### config.mk
export PLATFORM = sky130hd
export DESIGN_NAME = multdiv_flat
export DESIGN_NICKNAME = d
export VERILOG_FILES = /design/src/rtl/multdiv_pkg.sv /design/src/rtl/multdiv_if.sv /design/src/rtl/multdiv_addsub.sv /design/src/rtl/multdiv.sv /design/src/flat_wrapper.sv
export SDC_FILE = /design/constraint.sdc
export NUM_CORES = 1
export LEC_CHECK = 0
export CAP_MARGIN = 15
export CORE_UTILIZATION = 55
export CTS_CLUSTER_DIAMETER = 120
export DETAILED_ROUTE_END_ITERATION = 8
export GPL_TIMING_DRIVEN = 1
export HOLD_SLACK_MARGIN = 0.05
export PLACE_DENSITY = 0.72
export SLEW_MARGIN = 20
export SYNTH_ARGS = -nofsm -noshare
export SYNTH_HDL_FRONTEND = slang
export SYNTH_SLANG_ARGS = --single-unit
### constraint.sdc
create_clock -name clock -period 8.5 [get_ports clock]
set_input_delay 1.7 -clock clock [delete_from_list [all_inputs] [get_ports clock]]
set_output_delay 1.7 -clock clock [all_outputs]
set_load 0.02 [all_outputs]
### src/rtl/multdiv_pkg.sv
// multdiv_pkg: shared types and constants for the iterative multiply/divide unit.
//   state_t    - sequencer states
//   DEF_WIDTH  - default operand/result width (also the iteration count)
//   MIN_INT    - most-negative value at the default width
//   cnt_width  - width of the iteration counter for a given operand width
package multdiv_pkg;

  localparam int DEF_WIDTH = 32;

  localparam logic [DEF_WIDTH-1:0] MIN_INT = {1'b1, {(DEF_WIDTH-1){1'b0}}};

  typedef enum logic [2:0] {
    IDLE,
    MUL,
    DIV,
    FIX,
    DONE
  } state_t;

  function automatic int cnt_width(input int w);
    return (w > 1) ? $clog2(w) : 1;
  endfunction

  localparam int CNT_W = cnt_width(DEF_WIDTH);

endpackage

### src/rtl/multdiv_if.sv
// multdiv_if: operand/control/result bundle between the execute stage and multdiv.
//   data_operandA/B  - signed operands (multiplicand/dividend, multiplier/divisor)
//   ctrl_MULT/DIV    - start pulses
//   data_result      - registered result, held until the next completion
//   data_exception   - registered overflow / divide-by-zero flag
//   data_resultRDY   - one-cycle completion pulse
//   busy             - operation in flight
interface multdiv_if #(parameter int WIDTH = multdiv_pkg::DEF_WIDTH);

  logic [WIDTH-1:0] data_operandA;
  logic [WIDTH-1:0] data_operandB;
  logic             ctrl_MULT;
  logic             ctrl_DIV;
  logic [WIDTH-1:0] data_result;
  logic             data_exception;
  logic             data_resultRDY;
  logic             busy;

  modport master (
    output data_operandA, data_operandB, ctrl_MULT, ctrl_DIV,
    input  data_result, data_exception, data_resultRDY, busy
  );

  modport slave (
    input  data_operandA, data_operandB, ctrl_MULT, ctrl_DIV,
    output data_result, data_exception, data_resultRDY, busy
  );

endinterface

### src/rtl/multdiv_addsub.sv
// multdiv_addsub: W-bit combinational add/subtract with carry-out.
//   a, b  - operands
//   sub   - 1: a - b (cout=1 means no borrow), 0: a + b
//   sum   - low W bits of the result
//   cout  - carry out of bit W-1
module multdiv_addsub #(
  parameter int W = 33
) (
  input  logic [W-1:0] a,
  input  logic [W-1:0] b,
  input  logic         sub,
  output logic [W-1:0] sum,
  output logic         cout
);

  logic [W:0] full;

  always_comb begin
    full = {1'b0, a} + {1'b0, (sub ? ~b : b)} + {{W{1'b0}}, sub};
  end

  assign sum  = full[W-1:0];
  assign cout = full[W];

endmodule

### src/rtl/multdiv.sv
// multdiv: iterative signed multiply / restoring divide, fixed WIDTH+1 cycle latency.
//   clock    - rising-edge clock
//   reset_n  - asynchronous active-low reset; aborts any operation in flight
//   bus      - multdiv_if slave: operands, start pulses, result/exception/ready/busy
//
// state | meaning
// IDLE  | waiting for ctrl_MULT / ctrl_DIV
// MUL   | one shift-add step per clock on the {hi,lo} accumulator
// DIV   | one restoring quotient bit per clock; hi is remainder, lo is quotient
// FIX   | apply result sign, register result and exception
// DONE  | result-ready cycle; accepts a new start directly
module multdiv
  import multdiv_pkg::*;
#(
  parameter int WIDTH = DEF_WIDTH
) (
  input  logic     clock,
  input  logic     reset_n,
  multdiv_if.slave bus
);

  localparam int CW = cnt_width(WIDTH);
  localparam logic [CW-1:0]      LAST   = CW'(WIDTH - 1);
  localparam logic [WIDTH-1:0]   ONE_W  = {{(WIDTH-1){1'b0}}, 1'b1};
  localparam logic [WIDTH:0]     ONE_W1 = {{WIDTH{1'b0}}, 1'b1};
  localparam logic [2*WIDTH-1:0] ONE_W2 = {{(2*WIDTH-1){1'b0}}, 1'b1};

  state_t           state;
  logic [CW-1:0]    counter;
  logic [WIDTH-1:0] hi;
  logic [WIDTH-1:0] lo;
  logic [WIDTH-1:0] mag_b;
  logic             neg_res;
  logic             div_zero;
  logic             is_div;

  logic [WIDTH:0]     add_a;
  logic [WIDTH:0]     add_b;
  logic               add_sub;
  logic [WIDTH:0]     add_sum;
  logic               add_cout;
  logic [2*WIDTH-1:0] prod_s;
  logic [WIDTH:0]     quot_s;
  logic [WIDTH:0]     prod_top;
  logic               mul_ovf;
  logic               div_ovf;
  logic               start;

  // Unsigned magnitude: most-negative maps to 2^(WIDTH-1), which still fits unsigned.
  function automatic logic [WIDTH-1:0] mag(input logic [WIDTH-1:0] v);
    return v[WIDTH-1] ? (~v + ONE_W) : v;
  endfunction

  assign start = bus.ctrl_MULT | bus.ctrl_DIV;

  // Multiply adds |B| into hi when the current multiplier bit is set;
  // divide trial-subtracts |B| from the remainder shifted left by one dividend bit.
  always_comb begin
    add_a   = {1'b0, hi};
    add_b   = lo[0] ? {1'b0, mag_b} : '0;
    add_sub = 1'b0;
    if (state == DIV) begin
      add_a   = {hi, lo[WIDTH-1]};
      add_b   = {1'b0, mag_b};
      add_sub = 1'b1;
    end
  end

  multdiv_addsub #(.W(WIDTH + 1)) u_addsub (
    .a    (add_a),
    .b    (add_b),
    .sub  (add_sub),
    .sum  (add_sum),
    .cout (add_cout)
  );

  // Quotient is kept WIDTH+1 wide so MIN / -1 shows up as a positive overflow.
  always_comb begin
    prod_s   = neg_res ? (~{hi, lo} + ONE_W2) : {hi, lo};
    quot_s   = neg_res ? (~{1'b0, lo} + ONE_W1) : {1'b0, lo};
    prod_top = prod_s[2*WIDTH-1:WIDTH-1];
    mul_ovf  = !((&prod_top) || !(|prod_top));
    div_ovf  = quot_s[WIDTH] ^ quot_s[WIDTH-1];
  end

  always_ff @(posedge clock or negedge reset_n) begin
    if (!reset_n) begin
      state              <= IDLE;
      counter            <= '0;
      hi                 <= '0;
      lo                 <= '0;
      mag_b              <= '0;
      neg_res            <= 1'b0;
      div_zero           <= 1'b0;
      is_div             <= 1'b0;
      bus.data_result    <= '0;
      bus.data_exception <= 1'b0;
      bus.data_resultRDY <= 1'b0;
      bus.busy           <= 1'b0;
    end else begin
      case (state)
        IDLE, DONE: begin
          bus.data_resultRDY <= 1'b0;
          if (start) begin
            state    <= bus.ctrl_MULT ? MUL : DIV;
            is_div   <= !bus.ctrl_MULT;
            bus.busy <= 1'b1;
            counter  <= '0;
            hi       <= '0;
            lo       <= mag(bus.data_operandA);
            mag_b    <= mag(bus.data_operandB);
            neg_res  <= bus.data_operandA[WIDTH-1] ^ bus.data_operandB[WIDTH-1];
            div_zero <= (bus.data_operandB == '0);
          end else begin
            state <= IDLE;
          end
        end
        MUL, DIV: begin
          if (state == DIV) begin
            hi <= add_cout ? add_sum[WIDTH-1:0] : add_a[WIDTH-1:0];
            lo <= {lo[WIDTH-2:0], add_cout};
          end else begin
            hi <= add_sum[WIDTH:1];
            lo <= {add_sum[0], lo[WIDTH-1:1]};
          end
          counter <= counter + 1'b1;
          if (counter == LAST) state <= FIX;
        end
        FIX: begin
          if (!is_div) begin
            bus.data_result    <= prod_s[WIDTH-1:0];
            bus.data_exception <= mul_ovf;
          end else if (div_zero) begin
            bus.data_result    <= '0;
            bus.data_exception <= 1'b1;
          end else begin
            bus.data_result    <= quot_s[WIDTH-1:0];
            bus.data_exception <= div_ovf;
          end
          bus.busy           <= 1'b0;
          bus.data_resultRDY <= 1'b1;
          state              <= DONE;
        end
        default: state <= IDLE;
      endcase
    end
  end

endmodule

### src/flat_wrapper.sv
// flat-port wrapper written by rule: the top's interface ports become plain ports
module multdiv_flat import multdiv_pkg::*;
#(
  parameter int WIDTH = DEF_WIDTH
)
  (clock, reset_n, bus_data_operandA, bus_data_operandB, bus_ctrl_MULT, bus_ctrl_DIV, bus_data_result, bus_data_exception, bus_data_resultRDY, bus_busy);
  multdiv_if #(.WIDTH(WIDTH)) bus_i ();
  input  logic clock;
  input  logic reset_n;
  input wire logic [$bits(bus_i.data_operandA)-1:0] bus_data_operandA;
  input wire logic [$bits(bus_i.data_operandB)-1:0] bus_data_operandB;
  input wire logic [$bits(bus_i.ctrl_MULT)-1:0] bus_ctrl_MULT;
  input wire logic [$bits(bus_i.ctrl_DIV)-1:0] bus_ctrl_DIV;
  output wire logic [$bits(bus_i.data_result)-1:0] bus_data_result;
  output wire logic [$bits(bus_i.data_exception)-1:0] bus_data_exception;
  output wire logic [$bits(bus_i.data_resultRDY)-1:0] bus_data_resultRDY;
  output wire logic [$bits(bus_i.busy)-1:0] bus_busy;
  assign bus_i.data_operandA = bus_data_operandA;
  assign bus_i.data_operandB = bus_data_operandB;
  assign bus_i.ctrl_MULT = bus_ctrl_MULT;
  assign bus_i.ctrl_DIV = bus_ctrl_DIV;
  assign bus_data_result = bus_i.data_result;
  assign bus_data_exception = bus_i.data_exception;
  assign bus_data_resultRDY = bus_i.data_resultRDY;
  assign bus_busy = bus_i.busy;
  multdiv #(.WIDTH(WIDTH)) u_core (.clock(clock), .reset_n(reset_n), .bus(bus_i));
endmodule
### Word level (Yosys, flattened, before mapping)

Cells that the tools add are included.

| storage, ports and cells | value |
|---|---|
| register bits | 142 |
| input bits | 68 |
| output and inout port bits | 35 |

| cells by class | value |
|---|---|
| add/subtract/negate cells | 7 |
| eq/ne operators | 7 |
| multiplexer cells | 29 |
| bitwise operators | 8 |
| reductions and logical operators | 15 |

Operators by type and width:

| cell | number |
|---|---|
| $mux W32 | 10 |
| $mux W33 | 4 |
| $pmux W32 S2 | 2 |
| $add A32 B1 Y32 const B | 2 |
| $add A64 B1 Y64 const B | 1 |
| $mux W64 | 1 |
| $not A32 Y32 | 2 |
| $not A64 Y64 | 1 |
| $add A33 B33 Y34 | 1 |
| $add A34 B1 Y34 | 1 |
| $add A33 B1 Y33 const B | 1 |
| $not A32 Y33 | 1 |
| $not A33 Y33 | 1 |
| $reduce_and A33 Y1 | 1 |
| $reduce_or A33 Y1 | 1 |
| $logic_not A32 Y1 | 1 |
| $pmux W5 S2 | 1 |
| $pmux W3 S3 | 1 |
| $eq A3 B2 Y1 const B | 2 |
| $mux W3 | 2 |
| $reduce_and A2 Y1 | 3 |
| $add A5 B1 Y5 const B | 1 |
| $eq A5 B5 Y1 const B | 1 |
| $mux W5 | 1 |
| other kinds (13) | 23 |

### Logic depth before layout (Yosys ltp)

Gate-level depths: netlist of the first run.

| depth | value |
|---|---|
| depth after elaboration | 9 |
| gate-level depth with buffers | 20 |
| gate-level depth less buffers | 14 |

### Modules after synthesis

From an unflattened synthesis of the first run, not the netlist that was laid out.

| unflattened totals | value |
|---|---|
| cells, all modules | 1563 |
| area total of the unflattened synthesis | 12518.3 um2 |

By module, submodules not included:

| module | times used | cells each | area an instance (um2) | sequential area each (um2) |
|---|---|---|---|---|
| multdiv | 1 | 1285 | 10476.3 | 3553.4 |
| multdiv_addsub | 1 | 278 | 2042.0 | 0.0 |

### Least setup slack after synthesis of the first run

Ideal clock, no wire load.

| timing | value |
|---|---|
| path type | input -> register |
| from | input bus_data_operandB[4] |
| to | register u_core.mag_b[30] |
| library setup time | 129 ps |
| arrival | 4116 ps |
| required time | 8371 ps |
| slack | 4255 ps |
| cell stages on the path | 8 |
| cell sequence | nor4_1 > nand4_1 > or4_1 > nand2b_1 > or4_1 > o41ai_1 > xor2_1 > o21ai_1 |

| on the way | value |
|---|---|
| cells in the longest elaborated chain, start to end | 3 |

RTL lines:

| element | RTL line | text |
|---|---|---|
| start, declared | flat_wrapper.sv:11 | `input wire logic [$bits(bus_i.data_operandB)-1:0] bus_data_operandB;` |
| $not A32 Y32 | multdiv.sv:51 | `return v[WIDTH-1] ? (~v + ONE_W) : v;` |
| $add A32 B1 Y32 | multdiv.sv:51 |  |
| $mux W32 | multdiv.sv:51 |  |
| end signal, assigned | multdiv.sv:111 | `mag_b <= mag(bus.data_operandB);` |
| end, declared | multdiv.sv:32 | `logic [WIDTH-1:0] mag_b;` |

No other way between the ends.
A chain may end at the register's enable or synchronous reset.

### Worst setup path after layout of the first run

| timing | value |
|---|---|
| from | register u_core.state[0] |
| to | register u_core.hi[14] |

| on the way | value |
|---|---|
| cells in the longest elaborated chain, start to end | 9 |

RTL lines:

| element | RTL line | text |
|---|---|---|
| start, declared | multdiv.sv:28 | `state_t state;` |
| start signal, assigned | multdiv.sv:105 | `state <= bus.ctrl_MULT ? MUL : DIV;` |
| $eq A3 B2 Y1 | multdiv.sv:62, multdiv.sv:101, multdiv.sv:119 |  |
| $mux W33 | multdiv.sv:62 | `if (state == DIV) begin` |
| $not A33 Y33 | multdiv_addsub.sv:19 | `full = {1'b0, a} + {1'b0, (sub ? ~b : b)} + {{W{1'b0}}, sub};` |
| $mux W33 | multdiv_addsub.sv:19 |  |
| $add A33 B33 Y34 | multdiv_addsub.sv:19 |  |
| $add A34 B1 Y34 | multdiv_addsub.sv:19 |  |
| $mux W32 | multdiv.sv:120 | `hi <= add_cout ? add_sum[WIDTH-1:0] : add_a[WIDTH-1:0];` |
| $mux W32 | multdiv.sv:119 | `if (state == DIV) begin` |
| $pmux W32 S2 | multdiv.sv:101 | `case (state)` |
| end signal, assigned | multdiv.sv:120 |  |
| end signal, assigned | multdiv.sv:123 | `hi <= add_sum[WIDTH:1];` |
| end, declared | multdiv.sv:30 | `logic [WIDTH-1:0] hi;` |

Parallel ways exist; a longest one is shown, timed or not.

==> results of run 1 <==
[worst reg2reg max path, delay by kind of cell (launching register included)]
family | cells | cell delay, ns
adder cells (fa/ha/maj) | 1 | 0.41
flip-flops | 1 | 0.47
buffers and inverters | 1 | 0.40
AO/OA/AOI/OAI | 6 | 1.73
AND/OR/NAND/NOR | 6 | 1.82
[routing by layer]
layer  up-vias  wire (µm)
met5         -          0
met4         0        427
met3        36       2710
met2       440      14300
met1      5536      16300
li1       5797          -
[cell families (layout without fill, tap and decap cells)]
logic type,Yosys count,after routing
DFF,142,142
xor gates and xnor gates,148,148
buffers and inverters,158,165
adders and majority gates,37,37
and+or+nand+nor,625,625
muxes,14,14
AOI/OAI and AO/OA,493,493
[flip-flops by register name, summed over array words and instances (netlist names), 3 cells and up]
register,cells
u_core.bus.data_result,32
u_core.hi,32
u_core.lo,32
u_core.mag_b,32
u_core.counter,5
u_core.state,3
[cells in the mapped netlist, drive strengths merged, types with 4 or more instances]
| master | count |
|---|---|
| o21bai | 9 |
| or2 | 5 |
| o211ai | 7 |
| clkbuf | 114 |
| o221ai | 6 |
| o22ai | 12 |
| or4 | 21 |
| nand2 | 337 |
| nand4 | 27 |
| o21ai | 210 |
| o31ai | 41 |
| nor2b | 4 |
| nor4 | 25 |
| or3 | 15 |
| dfrtp | 142 |
| buf | 24 |
| a211oi | 21 |
| xor2 | 101 |
| a22o | 10 |
| nor2 | 94 |
| nand3b | 6 |
| nor3 | 29 |
| mux2i | 14 |
| xnor2 | 47 |
| o31a | 4 |
| a21oi | 59 |
| nand3 | 24 |
| a31oi | 29 |
| inv | 20 |
| and3 | 11 |
| ha | 36 |
| nand2b | 10 |
| a21o | 23 |
| o41ai | 25 |
[final cells by class]
type / count / area (µm²)
multi-input combinational: 1317 / 8000
tap: 280 / 350
clock inverter: 15 / 185
fill: 1972 / 8050
clock buffer: 17 / 425
sequential: 142 / 3550
timing repair buffer: 113 / 1120
inverter: 20 / 75.1
[power by group through the flow]
stage	sequential, mW	clock, mW	combinational, mW
finish	1.55	0.757	3.80
detailed placement	1.54	0	3.72
global route	1.60	0.794	4.23
floorplan	1.31	0	2.95
CTS	1.53	0.767	3.73
global placement	1.53	0	3.68
[worst max path at each step]
stage,end,slack [ns],cells past startpoint
2_1_floorplan,u_core.mag_b[30],4.26,8
3_3_place_gp,u_core.mag_b[30],3.43,9
3_5_place_dp,u_core.mag_b[30],3.38,9
4_1_cts,u_core.hi[14],3.51,15
5_1_grt,u_core.hi[31],3.05,14
6_report,u_core.hi[14],3.56,14
[metrics by stage]
step	instance area, µm²	power, mW	setup slack, ns
final	13700	6.11	3.56
after global routing	13700	6.63	3.05
after CTS	13700	6.03	3.51
after detailed placement	13100	5.26	3.38
after global placement	13100	5.21	3.43
after floorplan	12200	4.25	4.26
==> flow_summary.yaml, run 1 <==
run_status:
  status: "complete, no violations"
final_layout:
  diodes: 0
  post_layout_nonfiller_instances: 1904
  commonest_non_fill_non_tap_cell_in_the_layout: "nand2_1"
  most-common-layout-cells: "nand2_1, o21ai_0, dfrtp_1"
  final_layout_size_suffix_gt1_share_pct: 4.80
  final_core_utilization_pct: 63.0
  synthesis_to_layout_area_growth_pct: 12.7
  nNetsFinal: 1716
die:
  row_count: 54
  dieArea_um2: 22700
  initial_utilization_pct: 55.9
  num_io_pins: 103
  die_y_um: 151
  core_area_um2: 21800
  dieWidth_um: 151
run:
  timing.max_cap.violations: 0
timing:
  final-setup-viol-count: 0
  final_max_slew_viol_count: 0
  hold_ws_ns: 0.476
  final.period_utilization_pct: 58.2
  worstMarginPinSlew_ns: 1.07
  clock.fmax_mhz: 202
  relSlewSlack_pct: 28.3
  skew_ns: 0.0125
  final.setup.tns_ns: 0
  final.min_clock_period_ns: 4.94
  hold_viol_final: 0
  rsz_0062_raised_after_global_routing: "no"
place:
  dp_wirelength_um: 25200
  gp_congestion: 0.948
  post-place-cells: 1871
  buffer_ports.inserted: 102
pwr:
  vdd_drop_max_v: 0.000218
  total_leakage_power_nw: 5.67
  seq_power_share_pct: 25.4
  power.share.clock_pct: 12.4
  power_frac_comb_pct: 62.2
  cellInternalPower_mw: 2.89
  p_per_area_nw_per_um2: 446
  power.share.switching_pct: 52.6
  total_switching_power_mw: 3.22
global_routing:
  grt_first_pass_wirelength_um: 55000
  global_route.usage.met2_pct: 44.1
  pin_count_of_the_biggest_net_entering_global_routing: 122
  number_of_global_route_vias_before_repair: 10395
  track_usage_pct: 30.7
  grt_util_met1_pct: 47.3
  antenna_found_initial: 0
  grt-ovfl-total: 0
  grt_busiest_layer: "met1"
  groute.layer.met3.usage_pct: 5.61
clock_network:
  cts-buffers-inserted: 17
  cts-root-to-sink-buffers: 2
  ctsResizeCount: 0
  worst_skew_pair.late_latency_ns: 0.44
  cts_root_buffer: "clkbuf_16"
  cts_tree: "done"
  clk_pin_slew_ns: 0.07
  post-cts-setup-buffers: 0
  cts_hold_buffers_added: 0
  cts_h_tree_depth: 4
  clock_sink_count: 142
setup_path:
  worst_r2r_endpoint: "u_core.hi[14]"
  cp.buffers_inverters: 1
  endpoint_kind: "register"
  cp_delay_by_family_top: "simple AND/OR/NAND/NOR gates"
  worst_path_largest_cell_delay_ns: 0.63
  cp_data_arrival_time_ns: 5.26
  worst_ep_required_time_ns: 8.82
  crit_chain: "or3b_4, buf_4, nand2_1, nand2_1, ha_1, nand4_1, o41ai_1, a21oi_1, nand3_1, a41oi_1, a21oi_1, nand2_1, o22a_1, a22o_1"
  setup.worst_path.start: "u_core.state[0]"
  r2r_setup_slack_ns: 3.56
  slowest_cp_cell: "or3b_4"
  reg2reg_from: "u_core.state[0]"
  worstSetupPathType: "register to register"
  cp-start-kind: "register"
  critPathMostFrequentCell: "nand2_1"
  critical_path.max_fanout: 59
  worst_r2r_path_depth: 14
yosys:
  synth_top_family_by_area: "compound AO/OA/AOI/OAI gates"
  synth_top_cell_by_area: "dfrtp_1"
  synth_seq_cells: 142
  synth-warning-count: 0
  synth.top_cells.by_area: "dfrtp_1, nand2_1, o21ai_0, xor2_1, ha_1"
  postSynthNetCount: 1722
  synthArstFlopShare_pct: 100
  distinct_cells_synth: 78
  synth_xor_xnor_area_share_pct: 10.7
  cell_area_after_technology_mapping_um2: 12200
  synth_flop_cell: "dfrtp_1"
  synthAdderAreaFrac_pct: 3.87
  synth_edf_count: 0
  ys_seq_area_share_pct: 29.2
  post_synth_mux_area_share_pct: 1.15
  synth_simple_gate_area_share_pct: 24.2
  avgSynthCellArea_um2: 7.52
  netlist.area_leader.share_pct: 29.2
  synth_compound_gate_area_share_pct: 25.5
  synthesis.instances: 1617
min_path:
  worst_hold_path.num_cells: 2
  whs_endpoint: "u_core.bus.data_result[31]"
  timing.hold.worst.start: "u_core.bus.data_result[31]"
  hold_class: "register to register"
route:
  via_count_of_the_routed_design: 11809
  routedWlPerCell_um: 17.7
  first_iter_violations: 1046
  detailedRoute.firstPassIterationCount: 7
  drtAntennaViolNets: 0
  totalWireLength_um: 33700
  post-route-drc-count: 0
  detail_route.vias_per_cell: 6.20
Note: power is estimated with default switching activity, not from simulation.
==> run 2: changes to the inputs <==
--- a/config.mk
+++ b/config.mk
@@ -6,12 +6,12 @@
 export NUM_CORES = 1
 export LEC_CHECK = 0
 export CAP_MARGIN = 15
-export CORE_UTILIZATION = 55
+export CORE_UTILIZATION = 54
 export CTS_CLUSTER_DIAMETER = 120
 export DETAILED_ROUTE_END_ITERATION = 8
 export GPL_TIMING_DRIVEN = 1
 export HOLD_SLACK_MARGIN = 0.05
-export PLACE_DENSITY = 0.72
+export PLACE_DENSITY = 0.74
 export SLEW_MARGIN = 20
 export SYNTH_ARGS = -nofsm -noshare
 export SYNTH_HDL_FRONTEND = slang
==> constraint.sdc (replaced) <==
create_clock -name clock -period 4.3 [get_ports clock]
set_input_delay 0.86 -clock clock [delete_from_list [all_inputs] [get_ports clock]]
set_output_delay 0.86 -clock clock [all_outputs]
set_load 0.02 [all_outputs]
==> run 2 against run 1 <==
  * The flow now finishes with violations (design-rule violations)
  * Worst setup slack lost 3.4 ns
  * Clock power up 99%
  * Sequential share of layout area fell by 0.71 points
  * Final cell count grew 2.1%
  * Total power is 110% higher
  * Non-clock buffer count grew 40
  * Count of clock-buffer cells in the layout is the same
  * Worst hold slack improved by 0.0017 ns
  * Global-route usage shrank 0.30 points
  * Critical endpoint is now u_core.bus.data_exception
==> flow_summary.yaml, run 2 (synthesized netlist as in run 1, its figures left out) <==
timing:
  relSlewSlack_pct: 26.0
  clock.fmax_mhz: 240
  final.period_utilization_pct: 96.8
  final_max_slew_viol_count: 0
  hold_viol_final: 0
  final-setup-viol-count: 0
  rsz_0062_raised_after_global_routing: "yes"
  worstMarginPinSlew_ns: 1.10
  final.min_clock_period_ns: 4.16
  skew_ns: 0.0106
  final.setup.tns_ns: 0
place:
  gp_congestion: 0.945
  post-place-cells: 1912
  dp_wirelength_um: 26000
  buffer_ports.inserted: 102
setup_path:
  worst_ep_required_time_ns: 4.60
  reg2reg_from: "u_core.lo[20]"
  setup.worst_path.start: "u_core.lo[20]"
  crit_chain: "nor4_1, and4_1, nand4_1, o41ai_1, xnor2_1, nand4_1, or4b_2, nor4_1, a211oi_1"
  cp_data_arrival_time_ns: 4.46
  worst_path_largest_cell_delay_ns: 0.94
  slowest_cp_cell: "nor4_1"
  endpoint_kind: "register"
  cp-start-kind: "register"
  critical_path.max_fanout: 6
  worstSetupPathType: "register to register"
pwr:
  total_leakage_power_nw: 5.88
  fin_total_pwr_mw: 12.5
  vdd_drop_max_v: 0.000501
  p_per_area_nw_per_um2: 889
global_routing:
  antenna_found_initial: 0
  grt_first_pass_wirelength_um: 57500
  track_usage_pct: 30.4
  pin_count_of_the_biggest_net_entering_global_routing: 93
  grt-ovfl-total: 0
  number_of_global_route_vias_before_repair: 10971
run:
  timing.max_cap.violations: 0
clock_network:
  clk_pin_slew_ns: 0.07
  cts-buffers-inserted: 17
  cts_tree: "done"
  post-cts-setup-buffers: 0
  cts-root-to-sink-buffers: 2
  worst_skew_pair.late_latency_ns: 0.43
  clock_sink_count: 142
  cts_h_tree_depth: 4
  cts_hold_buffers_added: 0
  cts_root_buffer: "clkbuf_16"
final_layout:
  synthesis_to_layout_area_growth_pct: 15.9
  final_layout_size_suffix_gt1_share_pct: 7.63
  commonest_non_fill_non_tap_cell_in_the_layout: "nand2_1"
  post_layout_nonfiller_instances: 1944
  filler_cell_count: 1972
  diodes: 0
  final_core_utilization_pct: 64.2
  nNetsFinal: 1756
  most-common-layout-cells: "nand2_1, o21ai_0, dfrtp_1"
route:
  detailedRoute.firstPassIterationCount: 7
  totalWireLength_um: 34700
  via_count_of_the_routed_design: 12057
  routedWlPerCell_um: 17.8
  drtAntennaViolNets: 0
  post-route-drc-count: 11
  detail_route.vias_per_cell: 6.20
  first_iter_violations: 1068
die:
  initial_utilization_pct: 55.4
  row_count: 54
  dieWidth_um: 152
  dieArea_um2: 23100
  die_y_um: 152
  num_io_pins: 103
  core_area_um2: 22000
min_path:
  timing.hold.worst.start: "u_core.bus.data_result[30]"
  hold_class: "register to register"
run_status:
  status: "finished with violations"
  failed_checks: "design-rule violations"
-- run 2: changes by cell type in the layout (fill, tap and decap cells not counted), sizes merged --
| cell | delta |
|---|---|
| buf | +40 |
| clkinv | +1 |
| inv | -1 |
-- run 2: stage by stage --
step	worst slack (ns)	area, µm²	hold slack, ns
2_1_floorplan	0.112	12200	0.460
3_3_place_gp	0.00625	13400	0.463
3_5_place_dp	-0.0191	13400	0.469
4_1_cts	0.0216	14000	0.485
5_1_grt	-0.0490	14100	0.516
6_report	0.137	14100	0.478
-- run 2: path summary, 6_finish.rpt --
kind / depth (start not counted) / slack, ns / endpoint
max: 9 / 0.14 / u_core.bus.data_exception
min: 2 / 0.48 / u_core.bus.data_result[30]
max reg2reg: 9 / 0.14 / u_core.bus.data_exception
min reg2reg: 2 / 0.48 / u_core.bus.data_result[30]
max in group asynchronous: 2 / 2.98 / u_core.mag_b[26]
min in group asynchronous: 1 / 0.50 / u_core.bus.data_result[9]
-- run 2: metal layers --
layer | share of wire, % | vias up | wire length [µm] | GRT usage [%]
met2 | 42 | 481 | 14500 | 45.0
met5 | 0 | - | 0 | 0
met1 | 48 | 5651 | 16500 | 45.5
li1 | - | 5886 | - | -
met4 | 1.5 | 0 | 535 | 7.48
met3 | 8.8 | 39 | 3060 | 5.76
-- run 2: cell type report --
| type | instances | area, µm² | area share, % |
|---|---|---|---|
| timing repair buffer | 153 | 1460 | 10.3 |
| clock inverter | 15 | 193 | 1.37 |
| multi-input combinational | 1317 | 8050 | 57.1 |
| tap | 280 | 350 | 2.48 |
| clock buffer | 17 | 425 | 3.02 |
| inverter | 20 | 75.1 | 0.532 |
| sequential | 142 | 3550 | 25.2 |
-- run 2: repair_timing --
item | in CTS | in global routing
endpoints found under the setup margin | 11 | 29
resized for setup | 2 | 16
cloned | 0 | 0
pin swaps | 0 | 2
-- run 2: critical path: cells and delay by family, from the launching register on --
kind,cells,cell delay [ns]
and+or+nand+nor,6,2.68
AOI/OAI and AO/OA,2,0.76
xor gates and xnor gates,1,0.20
DFF,1,0.39
-- run 2: power breakdown --
part           total (mW)  leakage (nW)  internal, mW  switching (mW)
sequential           3.01          1.75          2.01           0.998
clock                1.51         0.295         0.792           0.721
combinational        8.01          3.84          3.20            4.81
==> run 3: changes to the inputs <==
--- a/config.mk
+++ b/config.mk
@@ -12,6 +12,7 @@
 export GPL_TIMING_DRIVEN = 1
 export HOLD_SLACK_MARGIN = 0.05
 export PLACE_DENSITY = 0.74
+export SKIP_LAST_GASP = 1
 export SLEW_MARGIN = 20
 export SYNTH_ARGS = -nofsm -noshare
 export SYNTH_HDL_FRONTEND = slang
==> run 3 against run 2 <==
  * The run still ends with design-rule violations left
  * Total power about the same
  * Highest routed layer unchanged
  * Largest power group unchanged
  * Sequential power about the same
  * Die area unchanged
  * Maximum frequency about the same
  * Cell area about the same
  * Sequential share of layout area about the same
==> flow_summary.yaml, run 3 (synthesized netlist as in run 1, its figures left out) <==
setup_path:
  worst_r2r_endpoint: "u_core.bus.data_exception"
  cp_delay_by_family_top: "simple AND/OR/NAND/NOR gates"
  reg2reg_from: "u_core.lo[20]"
  r2r_setup_slack_ns: 0.14
  worst_ep_required_time_ns: 4.60
  cp_data_arrival_time_ns: 4.46
  critical_path.max_fanout: 6
  slowest_cp_cell: "nor4_1"
  cp-start-kind: "register"
  worst_r2r_path_depth: 9
  endpoint_kind: "register"
  worstSetupPathType: "register to register"
  worst_path_largest_cell_delay_ns: 0.94
  cp.buffers_inverters: 0
  crit_chain: "nor4_1, and4_1, nand4_1, o41ai_1, xnor2_1, nand4_1, or4b_2, nor4_1, a211oi_1"
final_layout:
  nNetsFinal: 1756
  finish.instance_area_um2: 14100
  most-common-layout-cells: "nand2_1, o21ai_0, dfrtp_1"
  post_layout_nonfiller_instances: 1944
  commonest_non_fill_non_tap_cell_in_the_layout: "nand2_1"
  diodes: 0
  synthesis_to_layout_area_growth_pct: 15.9
  final_layout_size_suffix_gt1_share_pct: 7.57
  filler_cell_count: 1971
clock_network:
  cts_tree: "done"
  post-cts-setup-buffers: 0
  clk_pin_slew_ns: 0.07
  cts-root-to-sink-buffers: 2
  worst_skew_pair.late_latency_ns: 0.43
  cts-buffers-inserted: 17
  cts_hold_buffers_added: 0
  cts_h_tree_depth: 4
  clock_sink_count: 142
  cts_root_buffer: "clkbuf_16"
die:
  die_y_um: 152
  core_area_um2: 22000
  initial_utilization_pct: 55.4
  dieArea_um2: 23100
  num_io_pins: 103
  row_count: 54
  dieWidth_um: 152
place:
  buffer_ports.inserted: 102
  dp_wirelength_um: 26000
  post-place-cells: 1912
  postPlaceCellArea_um2: 13400
  gp_congestion: 0.945
global_routing:
  number_of_global_route_vias_before_repair: 10971
  antenna_found_initial: 0
  grt_first_pass_wirelength_um: 57500
  grt-ovfl-total: 0
  global_route.usage.met2_pct: 45.0
  grt_busiest_layer: "met1"
  groute.layer.met3.usage_pct: 5.76
  grt_util_met1_pct: 45.5
  pin_count_of_the_biggest_net_entering_global_routing: 93
  track_usage_pct: 30.4
pwr:
  p_per_area_nw_per_um2: 890
  fin_total_pwr_mw: 12.5
  vdd_drop_max_v: 0.000499
  total_leakage_power_nw: 5.88
min_path:
  worst_hold_path.num_cells: 2
  hold_class: "register to register"
  whs_endpoint: "u_core.bus.data_result[30]"
  timing.hold.worst.start: "u_core.bus.data_result[30]"
route:
  detail_route.vias_per_cell: 6.22
  detailedRoute.firstPassIterationCount: 7
  post-route-drc-count: 11
  via_count_of_the_routed_design: 12093
  first_iter_violations: 1066
  routedWlPerCell_um: 17.9
  drtAntennaViolNets: 0
  totalWireLength_um: 34700
timing:
  hold_viol_final: 0
  hold_ws_ns: 0.478
  relSlewSlack_pct: 26.0
  final-setup-viol-count: 0
  clock.fmax_mhz: 240
  final.min_clock_period_ns: 4.16
  skew_ns: 0.0113
  final_max_slew_viol_count: 0
  worstMarginPinSlew_ns: 1.10
  final.period_utilization_pct: 96.8
  rsz_0062_raised_after_global_routing: "yes"
run_status:
  status: "finished with violations"
  failed_checks: "design-rule violations"
run:
  timing.max_cap.violations: 0
run 3: cell count changes in the layout (fill, tap and decap cells not counted):
cell / previous run / this run
ha_1: 34 / 35
ha_2: 2 / 1
run 3: layout make-up:
class | instances | area (µm²) | share of cell area (%)
timing repair buffer | 153 | 1460 | 10.3
clock buffer | 17 | 425 | 3.02
clock inverter | 15 | 193 | 1.37
sequential | 142 | 3550 | 25.2
tap | 280 | 350 | 2.49
inverter | 20 | 75.1 | 0.533
multi-input combinational | 1317 | 8040 | 57.1
run 3: timing repair:
item,4_1_cts,5_1_grt
pin swaps,0,2
gates resized for setup,2,15
hold endpoints to repair,0,0
endpoints found under the setup margin,11,29
run 3: stage by stage:
| stage | worst slack, ns | TNS, ns | util, % |
|---|---|---|---|
| after floorplan | 0.112 | 0 | - |
| after global placement | 0.00625 | 0 | 61.1 |
| after detailed placement | -0.0191 | -0.0509 | 61.1 |
| after CTS | 0.0216 | 0 | 63.9 |
| after global routing | -0.0490 | -0.0699 | 64.2 |
| final | 0.136 | 0 | 64.2 |
run 3: where the power goes:
| group | internal [mW] | switching, mW |
|---|---|---|
| Combinational | 3.20 | 4.82 |
| Sequential | 2.01 | 0.998 |
| Clock | 0.792 | 0.721 |
| Total | 6.00 | 6.54 |
run 3: how the worst max path moves through the flow:
stage                          startpoint                   endpoint  cells after the start
after floorplan           u_core.state[0]               u_core.hi[5]                     19
after global routing      u_core.state[0]              u_core.hi[26]                     16
final                       u_core.lo[20]  u_core.bus.data_exception                      9
after global placement    u_core.state[1]              u_core.hi[27]                     15
after detailed placement  u_core.state[1]              u_core.hi[27]                     15
after CTS                 u_core.state[2]              u_core.hi[26]                     13
run 3: worst min-delay path: stages, from the launching register on:
cell and delay (ns):
dfrtp_1 0.34, nand2_1 0.05, o21ai_0 0.06
run 3: per-layer routing:
layer	wire length (µm)	share of wire, %
met1	16600	48
met2	14600	42
met3	3020	8.7
met4	524	1.5
met5	0	0
